<file path="src/rtl/adc_meter_pkg.sv">
// adc_meter_pkg
// Shared definitions for the ADC level meter:
//   peak_state_t : peak-hold FSM states (TRACK, HOLD, DECAY)
//   LEVEL_W      : width of a bar-graph level (0..15)
//   level_of()   : maps a block average onto a bar level (top nibble, clamped)
package adc_meter_pkg;

  localparam int LEVEL_W = 4;

  typedef enum logic [1:0] {
    TRACK = 2'd0,
    HOLD  = 2'd1,
    DECAY = 2'd2
  } peak_state_t;

  // The level is the top LEVEL_W bits of the average. It is clamped to the
  // number of LEDs because a 4-bit level can reach 15 while the bank is shorter.
  function automatic logic [LEVEL_W-1:0] level_of(input logic [31:0] avg,
                                                  input int          data_w,
                                                  input int          led_n);
    logic [31:0] raw;
    raw = avg >> (data_w - LEVEL_W);
    if (raw > 32'(led_n)) return LEVEL_W'(led_n);
    return raw[LEVEL_W-1:0];
  endfunction

endpackage

</file>
<file path="src/rtl/adc_block_avg.sv">
// adc_block_avg
// Boxcar averager: sums blocks of 2^AVG_LOG2 accepted samples and publishes
// the truncated mean.
// Ports:
//   clk, reset       : clock, synchronous active-high reset
//   s_valid, s_data  : sample strobe and unsigned sample
//   enable           : when low, strobes are ignored and the partial block kept
//   clear            : soft clear of the partial block (avg_data is kept)
//   avg_valid        : one-cycle pulse when avg_data updates
//   avg_data         : latest block average
// Handshake: s_valid is a one-cycle strobe with no back-pressure; a sample is
// consumed on every clock where s_valid & enable & !clear is high.
module adc_block_avg #(
  parameter int DATA_W   = 12,
  parameter int AVG_LOG2 = 4
) (
  input  logic              clk,
  input  logic              reset,
  input  logic              s_valid,
  input  logic [DATA_W-1:0] s_data,
  input  logic              enable,
  input  logic              clear,
  output logic              avg_valid,
  output logic [DATA_W-1:0] avg_data
);

  // Wide enough to hold 2^AVG_LOG2 full-scale samples without overflow.
  localparam int ACC_W = DATA_W + AVG_LOG2;

  logic [ACC_W-1:0]    acc;
  logic [AVG_LOG2-1:0] cnt;
  logic [ACC_W-1:0]    sum;
  logic                accept;

  assign accept = s_valid & enable & ~clear;
  assign sum    = acc + ACC_W'(s_data);

  always_ff @(posedge clk) begin
    if (reset) begin
      acc       <= '0;
      cnt       <= '0;
      avg_valid <= 1'b0;
      avg_data  <= '0;
    end else if (clear) begin
      acc       <= '0;
      cnt       <= '0;
      avg_valid <= 1'b0;
    end else begin
      avg_valid <= 1'b0;
      if (accept) begin
        // cnt all-ones means this sample completes the block.
        if (cnt == '1) begin
          avg_data  <= sum[ACC_W-1:AVG_LOG2];
          avg_valid <= 1'b1;
          acc       <= '0;
          cnt       <= '0;
        end else begin
          acc <= sum;
          cnt <= cnt + 1'b1;
        end
      end
    end
  end

endmodule

</file>
<file path="src/rtl/adc_level_meter.sv">
// adc_level_meter
// Averages the ADC sample stream in blocks and drives a bar graph with a
// peak-hold marker on the LED bank.
// Ports:
//   clk, reset      : clock, synchronous active-high reset
//   s_valid, s_data : sample strobe and unsigned sample from the ADC stage
//   enable          : when low, samples are ignored (partial block kept)
//   clear           : soft clear of averager, peak FSM and LEDs
//   avg_valid       : one-cycle pulse when avg_data updates
//   avg_data        : latest block average
//   leds            : bar graph OR'ed with the peak marker
//   peak_level      : current peak level, 0..LED_N
// Handshake: s_valid is a one-cycle strobe with no back-pressure; a sample is
// consumed on every clock where s_valid & enable & !clear is high.
// The peak FSM state is held in the signal 'state' for observation.
module adc_level_meter
  import adc_meter_pkg::*;
#(
  parameter int DATA_W       = 12,
  parameter int AVG_LOG2     = 4,
  parameter int LED_N        = 12,
  parameter int HOLD_CYCLES  = 50000000,
  parameter int DECAY_CYCLES = 5000000
) (
  input  logic               clk,
  input  logic               reset,
  input  logic               s_valid,
  input  logic [DATA_W-1:0]  s_data,
  input  logic               enable,
  input  logic               clear,
  output logic               avg_valid,
  output logic [DATA_W-1:0]  avg_data,
  output logic [LED_N-1:0]   leds,
  output logic [LEVEL_W-1:0] peak_level
);

  localparam int HOLD_W  = (HOLD_CYCLES  > 1) ? $clog2(HOLD_CYCLES)  : 1;
  localparam int DECAY_W = (DECAY_CYCLES > 1) ? $clog2(DECAY_CYCLES) : 1;
  localparam logic [HOLD_W-1:0]  HOLD_LAST  = HOLD_W'(HOLD_CYCLES - 1);
  localparam logic [DECAY_W-1:0] DECAY_LAST = DECAY_W'(DECAY_CYCLES - 1);

  adc_block_avg #(
    .DATA_W   (DATA_W),
    .AVG_LOG2 (AVG_LOG2)
  ) u_avg (
    .clk       (clk),
    .reset     (reset),
    .s_valid   (s_valid),
    .s_data    (s_data),
    .enable    (enable),
    .clear     (clear),
    .avg_valid (avg_valid),
    .avg_data  (avg_data)
  );

  peak_state_t          state, nxt_state;
  logic [LEVEL_W-1:0]   level_q, new_level;
  logic [LEVEL_W-1:0]   nxt_peak;
  logic [HOLD_W-1:0]    hold_cnt, nxt_hold;
  logic [DECAY_W-1:0]   decay_cnt, nxt_decay;
  logic [LED_N-1:0]     nxt_leds;

  // The level register takes the new block average in the cycle avg_valid is
  // high; the peak logic and LEDs see that new level on the same edge, so the
  // display lands two clocks after the last sample of a block.
  assign new_level = avg_valid ? level_of(32'(avg_data), DATA_W, LED_N) : level_q;

  always_comb begin
    nxt_state = state;
    nxt_peak  = peak_level;
    nxt_hold  = hold_cnt;
    nxt_decay = decay_cnt;

    // A higher level restarts the hold from any state and outranks counters.
    if (new_level > peak_level) begin
      nxt_peak  = new_level;
      nxt_state = HOLD;
      nxt_hold  = '0;
    end else begin
      case (state)
        TRACK: nxt_peak = new_level;
        HOLD: begin
          if (hold_cnt == HOLD_LAST) begin
            nxt_state = DECAY;
            nxt_decay = '0;
          end else begin
            nxt_hold = hold_cnt + 1'b1;
          end
        end
        DECAY: begin
          if (decay_cnt == DECAY_LAST) begin
            nxt_decay = '0;
            if (peak_level > new_level) nxt_peak = peak_level - 1'b1;
            else                        nxt_peak = new_level;
          end else begin
            nxt_decay = decay_cnt + 1'b1;
          end
          // Once the marker has come down to the bar, resume tracking.
          if (nxt_peak == new_level) nxt_state = TRACK;
        end
        default: nxt_state = TRACK;
      endcase
    end

    nxt_leds = '0;
    for (int k = 0; k < LED_N; k++) begin
      nxt_leds[k] = (LEVEL_W'(k) < new_level) || (nxt_peak == LEVEL_W'(k + 1));
    end
  end

  always_ff @(posedge clk) begin
    if (reset || clear) begin
      state      <= TRACK;
      level_q    <= '0;
      peak_level <= '0;
      hold_cnt   <= '0;
      decay_cnt  <= '0;
      leds       <= '0;
    end else begin
      state      <= nxt_state;
      level_q    <= new_level;
      peak_level <= nxt_peak;
      hold_cnt   <= nxt_hold;
      decay_cnt  <= nxt_decay;
      leds       <= nxt_leds;
    end
  end

endmodule

</file>
<file path="config.mk">
export PLATFORM = sky130hd
export DESIGN_NAME = adc_level_meter
export DESIGN_NICKNAME = d
export VERILOG_FILES = /design/src/rtl/adc_meter_pkg.sv /design/src/rtl/adc_block_avg.sv /design/src/rtl/adc_level_meter.sv
export SDC_FILE = /design/constraint.sdc
export NUM_CORES = 1
export LEC_CHECK = 0
export CORE_UTILIZATION = 46
export DETAILED_ROUTE_END_ITERATION = 7
export PLACE_DENSITY_LB_ADDON = 0.12
export SLEW_MARGIN = 20
export SYNTH_ARGS = -nofsm -noshare
export SYNTH_HDL_FRONTEND = slang
export SYNTH_HIERARCHICAL = 1
export SYNTH_SLANG_ARGS = --single-unit
</file>
<file path="constraint.sdc">
create_clock -name clk -period 6.1 [get_ports clk]
set_clock_uncertainty 0.1 [all_clocks]
set_input_delay 0.915 -clock clk [delete_from_list [all_inputs] [get_ports clk]]
set_output_delay 0.915 -clock clk [all_outputs]
set_load 0.05 [all_outputs]
</file>
; Word-level counts from Yosys, hierarchy flattened
; Index checks and enable logic that the tools add are counted.
[totals]
regBits = 104
in_bits = 17
output_inout_bits = 29
wordCells = 104
[classes]
addsub = 5
n_lt_le_gt_ge = 15
eq_ne = 23
muxes = 20
n_bitwise = 7
n_reduce_logical = 23
[ops]
columns = op, n
row1 = 23-bit 2-to-1 mux, 2
row2 = 23-bit one-hot mux with 2 select lines, 1
row3 = 4-bit 2-to-1 mux, 9
row4 = "26-bit by 1-bit adder with 26-bit output, second input constant", 1
row5 = "26-bit equality test, second input constant", 1
row6 = "4-bit equality test, second input constant", 6
row7 = "23-bit by 1-bit adder with 23-bit output, second input constant", 1
row8 = "23-bit equality test, second input constant", 1
row9 = 16-bit by 12-bit adder with 16-bit output, 1
row10 = "4-bit by 3-bit equality test with 1-bit output, second input constant", 4
row11 = "3-bit by 4-bit < comparator with 1-bit output, first input constant", 4
row12 = "4-bit < comparator, first input constant", 4
row13 = 16-bit 2-to-1 mux, 1
row14 = 1-bit logical OR, 13
row15 = 3-bit AND reduction, 4
row16 = "4-bit by 2-bit equality test with 1-bit output, second input constant", 2
row17 = 4-bit greater-than comparator, 2
row18 = "1-bit by 4-bit < comparator with 1-bit output, first input constant", 2
row19 = "2-bit by 4-bit < comparator with 1-bit output, first input constant", 2
row20 = 4-bit one-hot mux with 2 select lines, 1
row21 = "2-bit != test, second input constant", 3
row22 = "3-bit != test, second input constant", 2
row23 = 2-bit one-hot mux with 3 select lines, 1
row24 = 1-bit NOT, 5
row25 = 15 further kinds, 20

; Longest topological paths before layout
; Gate-level depths: netlist (run 1).
[logic_depth]
depth_word = 13
mapped_depth = 13
mapped_depth_nobuf = 12

; Modules after synthesis
; The synthesis (run 1) kept the hierarchy.
[modules_own_cells]
columns = module, n_inst, cells_per_inst, area_each_um2, seq_area_each_um2
row1 = adc_level_meter, 1, 435, 3713.6, 1421.4
row2 = adc_block_avg, 1, 239, 1968.1, 660.6

; Worst setup path after synthesis (run 1)
; Ideal clock, no wire load.
[synth_path]
path_kind = reg-to-reg
startpoint = reg u_avg.avg_valid
endpoint = reg leds[1]
setup_time_ns = 0.092
t_arrival_ns = 3.172
required_ns = 5.908
path_slack_ns = 2.736
path_stages_with_launch = 12
path_buffers = 0
period_less_slack_ns = 3.364
cell_sequence = dfxtp_1 -> mux2_2 -> inv_1 -> ha_1 -> a21oi_1 -> a31o_2 -> o31ai_4 -> or2_1 -> o31ai_1 -> nor3b_4 -> nand3b_1 -> o32ai_1
[synth_between]
elab_chain_cells = 10
elab_cells_between_ends = 12
classes_between = order compare: 3 / eq/ne: 1 / mux: 7 / reduce/logical: 1
[synth_rtl]
columns = item, line
row1 = "start, declared", adc_block_avg.sv:23  ; output logic avg_valid,
row2 = "start signal, assigned", adc_block_avg.sv:42  ; avg_valid <= 1'b0;
row3 = "start signal, assigned", adc_block_avg.sv:47  ; avg_valid <= 1'b0;
row4 = "start signal, assigned", adc_block_avg.sv:49  ; avg_valid <= 1'b0;
row5 = 4-bit 2-to-1 mux (*), adc_level_meter.sv:66  ; assign new_level = avg_valid ? level_of(32'(avg_data), DATA_W, LED_N) : level_q;
row6 = 4-bit greater-than comparator, adc_level_meter.sv:93  ; if (peak_level > new_level) nxt_peak = peak_level - 1'b1;
row7 = 4-bit 2-to-1 mux, adc_level_meter.sv:93
row8 = 4-bit 2-to-1 mux, adc_level_meter.sv:91  ; if (decay_cnt == DECAY_LAST) begin
row9 = 4-bit 2-to-1 mux, adc_level_meter.sv:80  ; case (state)
row10 = 4-bit 2-to-1 mux, adc_level_meter.sv:75  ; if (new_level > peak_level) begin
row11 = 4-bit one-hot mux with 2 select lines, adc_level_meter.sv:80
row12 = 4-bit 2-to-1 mux, adc_level_meter.sv:75
row13 = 4-bit by 2-bit equality test with 1-bit output, adc_level_meter.sv:107  ; nxt_leds[k] = (LEVEL_W'(k) < new_level) || (nxt_peak == LEVEL_W'(k + 1));
row14 = 1-bit logical OR (*), adc_level_meter.sv:107
row15 = "end signal, assigned", adc_level_meter.sv:125  ; leds <= nxt_leds;
row16 = "end, declared", adc_level_meter.sv:33  ; output logic [LED_N-1:0] leds,
; Mark *: on every way between the ends. The rest lies on a longest branch, timed or not. The select of a mux whose other input is x is not followed.
; A chain may end at the register's enable or synchronous reset.

; Worst setup path in the final report (run 1)
[layout_path]
startpoint = reg u_avg.avg_data[11]
endpoint = reg decay_cnt[13]
[layout_between]
elab_chain_cells = 7
[layout_rtl]
columns = item, line
row1 = "start, declared", adc_block_avg.sv:24  ; output logic [DATA_W-1:0] avg_data
row2 = "start signal, assigned", adc_block_avg.sv:53  ; avg_data <= sum[ACC_W-1:AVG_LOG2];
row3 = 4-bit greater-than comparator, adc_meter_pkg.sv:23  ; if (raw > 32'(led_n)) return LEVEL_W'(led_n);
row4 = 1-bit 2-to-1 mux, adc_meter_pkg.sv:23
row5 = 4-bit 2-to-1 mux, adc_meter_pkg.sv:24  ; return raw[LEVEL_W-1:0];
row6 = 4-bit 2-to-1 mux, adc_level_meter.sv:66
row7 = net new_level[0], adc_level_meter.sv:57  ; logic [LEVEL_W-1:0] level_q, new_level;
row8 = 4-bit greater-than comparator, adc_level_meter.sv:75
row9 = 1-bit NOT (no line), --
row10 = 3-bit AND reduction (no line), --
row11 = "end signal, assigned", adc_level_meter.sv:124  ; decay_cnt <= nxt_decay;
row12 = "end, declared", adc_level_meter.sv:60  ; logic [DECAY_W-1:0] decay_cnt, nxt_decay;
; The timed path passes the listed nets, and every way through them passes these cells.

==> results of run 1 <==
-- cell usage in the layout, fill, tap and decap left out, types with 9 or more instances in the layout --
cell | Yosys | routed
nand4_1 | 13 | 13
nand3_1 | 31 | 31
nor2_1 | 88 | 88
clkdlybuf4s50_1 | 0 | 45
xor2_1 | 30 | 30
a21oi_1 | 39 | 39
inv_1 | 21 | 21
xnor2_1 | 24 | 24
dfxtp_1 | 104 | 104
and3_1 | 16 | 16
clkbuf_16 | 0 | 9
nor3_1 | 14 | 14
o21ai_0 | 17 | 17
nand2_1 | 76 | 76
or3_1 | 12 | 12
ha_1 | 22 | 22
-- layout make-up --
cell class                      instances  area share, %
Clock inverter                          4         0.7886
Timing Repair Buffer                   46          7.040
Tap cell                              147          2.827
Multi-Input combinational cell        523          52.24
Clock buffer                           11          3.885
Inverter                               21          1.212
Sequential cell                       104          32.01
-- power by group through the flow --
stage | registers [mW] | clock network [mW] | logic, mW
after detailed placement | 0.696 | 0 | 0.0576
final | 0.681 | 0.599 | 0.0582
after global routing | 0.681 | 0.641 | 0.0641
after floorplan | 0.696 | 0 | 0.0377
after global placement | 0.696 | 0 | 0.0568
after CTS | 0.681 | 0.613 | 0.0579
-- state kept, by name (all words and copies together) (netlist names) --
signal / count
u_avg/cnt: 4
peak_level: 4
decay_cnt: 23
u_avg/avg_valid: 1
leds: 12
state: 2
level_q: 4
u_avg/avg_data: 12
hold_cnt: 26
u_avg/acc: 16
-- worst max-delay path, cell delays in order, from the launching register on --
cell      delay (ns)
dfxtp_1         0.37
and2_1          0.24
o22a_1          0.31
inv_1           0.14
ha_1            0.23
nand3b_1        0.09
o311ai_1        0.15
o221ai_2        0.70
nand3_2         0.30
o21ai_2         0.80
a21oi_1         0.06
o21ai_0         0.21
nand2_1         0.07
-- cell families after synthesis --
logic type	Yosys count	share of synthesized area, %
flops	104	36.64
compound gates	135	17.68
mux	7	1.277
xor+xnor	54	8.324
fa+ha+maj	23	5.197
simple gates	304	27.26
buf+inv	47	3.612
-- metrics by stage --
| step | hold WS, ns | power, mW | instance area (µm²) | utilization, % | setup WS [ns] |
|---|---|---|---|---|---|
| 5_1_grt | 0.3838 | 1.386 | 6505 | 54.16 | 1.874 |
| 3_5_place_dp | 0.3490 | 0.7541 | 6201 | 51.63 | 2.240 |
| 6_report | 0.3571 | 1.338 | 6505 | 54.16 | 2.217 |
| 3_3_place_gp | 0.3424 | 0.7532 | 6201 | 51.63 | 2.402 |
| 4_1_cts | 0.3607 | 1.352 | 6505 | 54.16 | 2.191 |
| 2_1_floorplan | 0.3262 | 0.7339 | 5682 | - | 2.736 |
-- cell usage after synthesis, types with 12 or more instances --
cell type / number
ha_1: 22
nor3_1: 14
or3_1: 12
nand3_1: 31
xor2_1: 30
and3_1: 16
nand2_1: 76
a21oi_1: 39
nand4_1: 13
dfxtp_1: 104
o21ai_0: 17
nor2_1: 88
clkbuf_1: 14
xnor2_1: 24
inv_1: 21
-- final timing paths --
path	startpoint	endpoint	cells past startpoint	slack, ns
worst max register to register	u_avg/avg_data[11]	decay_cnt[13]	12	2.22
worst min-delay path	u_avg/avg_data[6]	u_avg/avg_data[6]	2	0.36
worst min register to register	u_avg/avg_data[6]	u_avg/avg_data[6]	2	0.36
worst max-delay path	u_avg/avg_data[11]	decay_cnt[13]	12	2.22
-- routing by layer --
metal	global-route usage, %	vias to the layer above	share of wire [%]
li1	-	2461	-
met1	28.52	2331	49
met5	0	-	0
met2	34.19	96	46
met4	5.614	0	0.94
met3	6.427	9	4.6
==> summary.txt, run 1 <==
Status = finished, final reports clean
Cell internal pwr = 1.042 mW
Final setup vio count = 0
Clock Tree Root = clkbuf_16
TritonCTS clock tree = done
Synth warn = 6
CP Capture Type = flop
Routed via count = 4897
Fmax = 257.6 MHz
Crit path arrival time = 4.03 ns
# placed instances = 841
DR WL/cell = 15.47 µm
HP Class = reg -> reg
Slew @ Worst Pin = 0.9184 ns
Cell accounting for the most synthesized area = dfxtp_1
IO Port Bufs = 45
Setup TNS = 0 ns
Count of non-filler cells in the finished layout = 856
First-pass GRT wire length = 21830 µm
# diodes = 0
Hold-fix buffers, CTS = 0
EDFF count, synth = 0
CTS buffer count = 9
Die W = 113.1 µm
GP Congestion = 0.8488
Leakage = 2.323 nW
Comb power frac = 4.3%
I/O pin total = 46
Antenna viol nets, final = 0
Hpwl dp = 9459 µm
Vias in the first global route = 4501
PD cells = 205.6 nW/µm²
Peak supply drop = 0.0001541 V
Worst EP required = 6.25 ns
Clock share of power = 44.8%
Grt ovf = 0
Clock Path Buffers = 2
Critical Path Source Type = flop
Die area = 12800 µm²
Dominant cells by area after synthesis = dfxtp_1 (37%), nor2_1 (5.8%), nand2_1 (5.0%)
Top FF cell, synth = dfxtp_1
Site Rows = 40
1st-pass router iterations = 5
Total track usage = 21.54%
Area of the multi-input gates = 3398 µm²
Post-Route WL = 13240 µm
Post-synthesis cell area = 5682 µm²
Area Growth Syn to Fin = 14.49%
Initial antenna violation count = 0
Switching fraction of total power = 22.13%
CP max FO = 23
Worst rel slew slack = 38.77%
Filler Cells Inserted = 1124
CTS Sinks = 104
Initial Utilization = 47.30%
Post-synth top area share = 36.64%
Setup bufs post-CTS = 0
Sw Pwr = 0.2959 mW
Unique masters post-synth = 83
Post-Synthesis Cells = 674
Starting DRC count in detailed routing = 259
Post-synth net total = 714
Final hold viol count = 0
Final worst path period need = 3.883 ns
Async SR Flop Fraction = 0%
Clock slew at reported path FFs = 0.07 ns
Synthesized flop and latch total = 104
# DRC = 0
Final period utilization = 63.65%
Number of gates resized after cts = 0
# H-tree levels = 3
RSZ-0062 raised after global routing = false
Syn_area_per_cell = 8.430 µm²
Vias/cell = 5.721
Reg power frac = 50.9%
Number of max-cap violations = 0
WS Path Type = reg -> reg
Register area = 2082 µm²
Nets = 745
Clock Latency Late Sink = 0.36 ns
Largest net degree at the start of global routing = 28
Core area = 12010 µm²
Slew Viols, Final = 0
Die Y-Extent = 113.1 µm
Seq/Total Area, Yosys = 36.64%
Share of cells above drive strength 1 = 7.475%
(Power assumes the default switching activity.)
==> run 2: changes to the inputs <==
- clock period: 6.1 -> 3.7 ns (I/O delays scaled with it)
==> run 2 against run 1 <==
Clock-buffer cell count decreased by 2; critical path depth stayed put; utilization rose by 0.74 points; sequential cell count is the same; cell area increased by 1.4%; first-iteration DRC count increased by 3.1%; largest power group unchanged; largest cell class unchanged.
==> summary.txt, run 2 (same netlist as run 1, synthesis figures left out) <==
Status = finished, final reports clean
Vias in the first global route = 4646 (+3.2%)
Grt ovf = 0 (unchanged)
Site Rows = 40 (unchanged)
Initial Utilization = 47.30% (unchanged)
Final setup vio count = 0 (unchanged)
Peak supply drop = 0.0002054 V (+33%)
Largest register FFs = 26 (unchanged)
CP Capture Type = flop
Die Y-Extent = 113.1 µm (unchanged)
Count of non-filler cells in the finished layout = 868 (+1.4%)
Largest Register = hold_cnt
Slew Viols, Final = 0 (unchanged)
Leakage = 2.378 nW (+2.4%)
Most frequent cells in the layout = dfxtp_1 (104), nor2_1 (88), nand2_1 (76)
Fmax = 289.2 MHz (+12%)
Die area = 12800 µm² (unchanged)
Number of max-cap violations = 0 (unchanged)
Routed via count = 4884 (-0.27%)
Setup ws final = 0.2423 ns (-1.975 ns)
Cell internal pwr = 1.701 mW (+63%)
TritonCTS clock tree = done
Switching fraction of total power = 23.25% (+1.1 points)
I/O pin total = 46 (unchanged)
Vias/cell = 5.627 (-1.6%)
# diodes = 0 (unchanged)
Critical Path Source Type = flop
PD cells = 336.0 nW/µm² (+63%)
Worst EP required = 3.85 ns (-2.40 ns)
Initial antenna violation count = 0 (unchanged)
Comb power frac = 4.5% (+0.2 points)
Slew @ Worst Pin = 0.6244 ns (-0.2940 ns)
HP Class = reg -> reg
Most common cell after layout, fill and taps aside = dfxtp_1
Final period utilization = 93.45% (+30 points)
Top flop regs = hold_cnt (26), decay_cnt (23), u_avg/acc (16)
# DRC = 0 (unchanged)
# placed instances = 848 (+0.83%)
Die W = 113.1 µm (unchanged)
CTS buffer count = 9 (unchanged)
Core area = 12010 µm² (unchanged)
IO Port Bufs = 45 (unchanged)
GP Congestion = 0.8566 (+0.92%)
CP max FO = 7 (-70%)
Final worst path period need = 3.458 ns (-0.4249 ns)
Clock Tree Root = clkbuf_16
Pre-CTS WS = 0.2230 ns (-2.017 ns)
First-pass GRT wire length = 22120 µm (+1.3%)
Clock slew at reported path FFs = 0.07 ns (about the same)
Antenna viol nets, final = 0 (unchanged)
Worst rel slew slack = 58.22% (+19 points)
Final hold viol count = 0 (unchanged)
WS Path Type = reg -> reg
Nets = 756 (+1.5%)
Slowest-stage cell, CP = a21oi_1
1st-pass router iterations = 5 (unchanged)
Reg power frac = 50.6% (-0.3 points)
# H-tree levels = 3 (unchanged)
Crit-path cells = and2_1 -> o22a_1 -> inv_1 -> ha_1 -> nor2_1 -> o221ai_1 -> a21oi_1 -> or2_1 -> o31ai_1 -> nor3b_4 -> nand3_1 -> o32ai_1
Total power draw = 2.216 mW (+66%)
Clock share of power = 44.9% (about the same)
Starting DRC count in detailed routing = 267 (+3.1%)
Post-Route WL = 13060 µm (-1.4%)
Share of cells above drive strength 1 = 9.015% (+1.5 points)
Sw Pwr = 0.5151 mW (+74%)
Slowest stage delay, CP = 0.41 ns (-0.39 ns)
Clock Latency Late Sink = 0.36 ns (about the same)
Largest net degree at the start of global routing = 28 (unchanged)
CTS Sinks = 104 (unchanged)
Total track usage = 21.56% (about the same)
Crit path arrival time = 3.61 ns (-0.42 ns)
Hold-fix buffers, CTS = 0 (unchanged)
DR WL/cell = 15.04 µm (-2.8%)
Clock Path Buffers = 2 (unchanged)
Hpwl dp = 9589 µm (+1.4%)
Area Growth Syn to Fin = 16.05%
-- run 2: cell types whose count changed in the layout (fill, tap and decap cells not counted), moves of 2 or more --
cell	delta
inv_6	+2
clkinv_4	+2
buf_4	+11
clkbuf_8	-2
-- run 2: layout make-up --
class / count / area, µm²
multi-input cells: 523 / 3398
repair buffers: 57 / 540.5
clock buffers: 9 / 225.2
fillers: 1098 / 5418
flip-flops and latches: 104 / 2082
inverters: 21 / 78.83
clock inverters: 7 / 85.08
well taps: 147 / 183.9
-- run 2: path summary, 6_finish.rpt --
path | from | endpoint | slack, ns | depth (start not counted)
worst min-delay path | u_avg/avg_data[6] | u_avg/avg_data[6] | 0.36 | 2
worst max-delay path | u_avg/avg_data[11] | leds[11] | 0.24 | 12
worst min register to register | u_avg/avg_data[6] | u_avg/avg_data[6] | 0.36 | 2
worst max register to register | u_avg/avg_data[11] | leds[11] | 0.24 | 12
-- run 2: metrics by stage --
step | cell area, µm² | TNS [ns] | util (%) | hold slack (ns)
6_report | 6594 | 0 | 54.90 | 0.3584
3_5_place_dp | 6250 | 0 | 52.03 | 0.3487
4_1_cts | 6560 | 0 | 54.61 | 0.3612
2_1_floorplan | 5682 | 0 | - | 0.3262
3_3_place_gp | 6250 | 0 | 52.03 | 0.3379
5_1_grt | 6594 | -0.02329 | 54.90 | 0.3799
-- run 2: power by group through the flow --
| stage | clock network (mW) | logic, mW | registers, mW |
|---|---|---|---|
| 5_1_grt | 1.07 | 0.109 | 1.12 |
| 3_3_place_gp | 0 | 0.0976 | 1.15 |
| 3_5_place_dp | 0 | 0.0985 | 1.15 |
| 2_1_floorplan | 0 | 0.0621 | 1.15 |
| 4_1_cts | 1.03 | 0.0988 | 1.12 |
| 6_report | 0.995 | 0.0991 | 1.12 |
-- run 2: what timing repair did --
action	in CTS	in global routing
gates resized for setup	0	1
hold endpoints to repair	0	0
buffers inserted	0	4
setup endpoints to repair	0	3
-- run 2: critical path, delay by kind of cell, from the launching register on --
| family | cells | cell delay, ns |
|---|---|---|
| buf+inv | 1 | 0.14 |
| flops | 1 | 0.38 |
| fa+ha+maj | 1 | 0.31 |
| simple gates | 5 | 1.14 |
| compound gates | 5 | 1.27 |
-- run 2: per-layer routing --
metal	share of wire (%)	global-route usage, %
met1	49	28.43
met2	45	33.95
met3	4.0	5.570
met4	2.0	7.982
met5	0	0
==> run 3: changes to the inputs <==
- CTS_CLUSTER_DIAMETER: not set -> 150
- TNS_END_PERCENT: not set -> 10
==> results of run 3 <==
No change in the layout: final DEF, timing and power equal those of run 2.
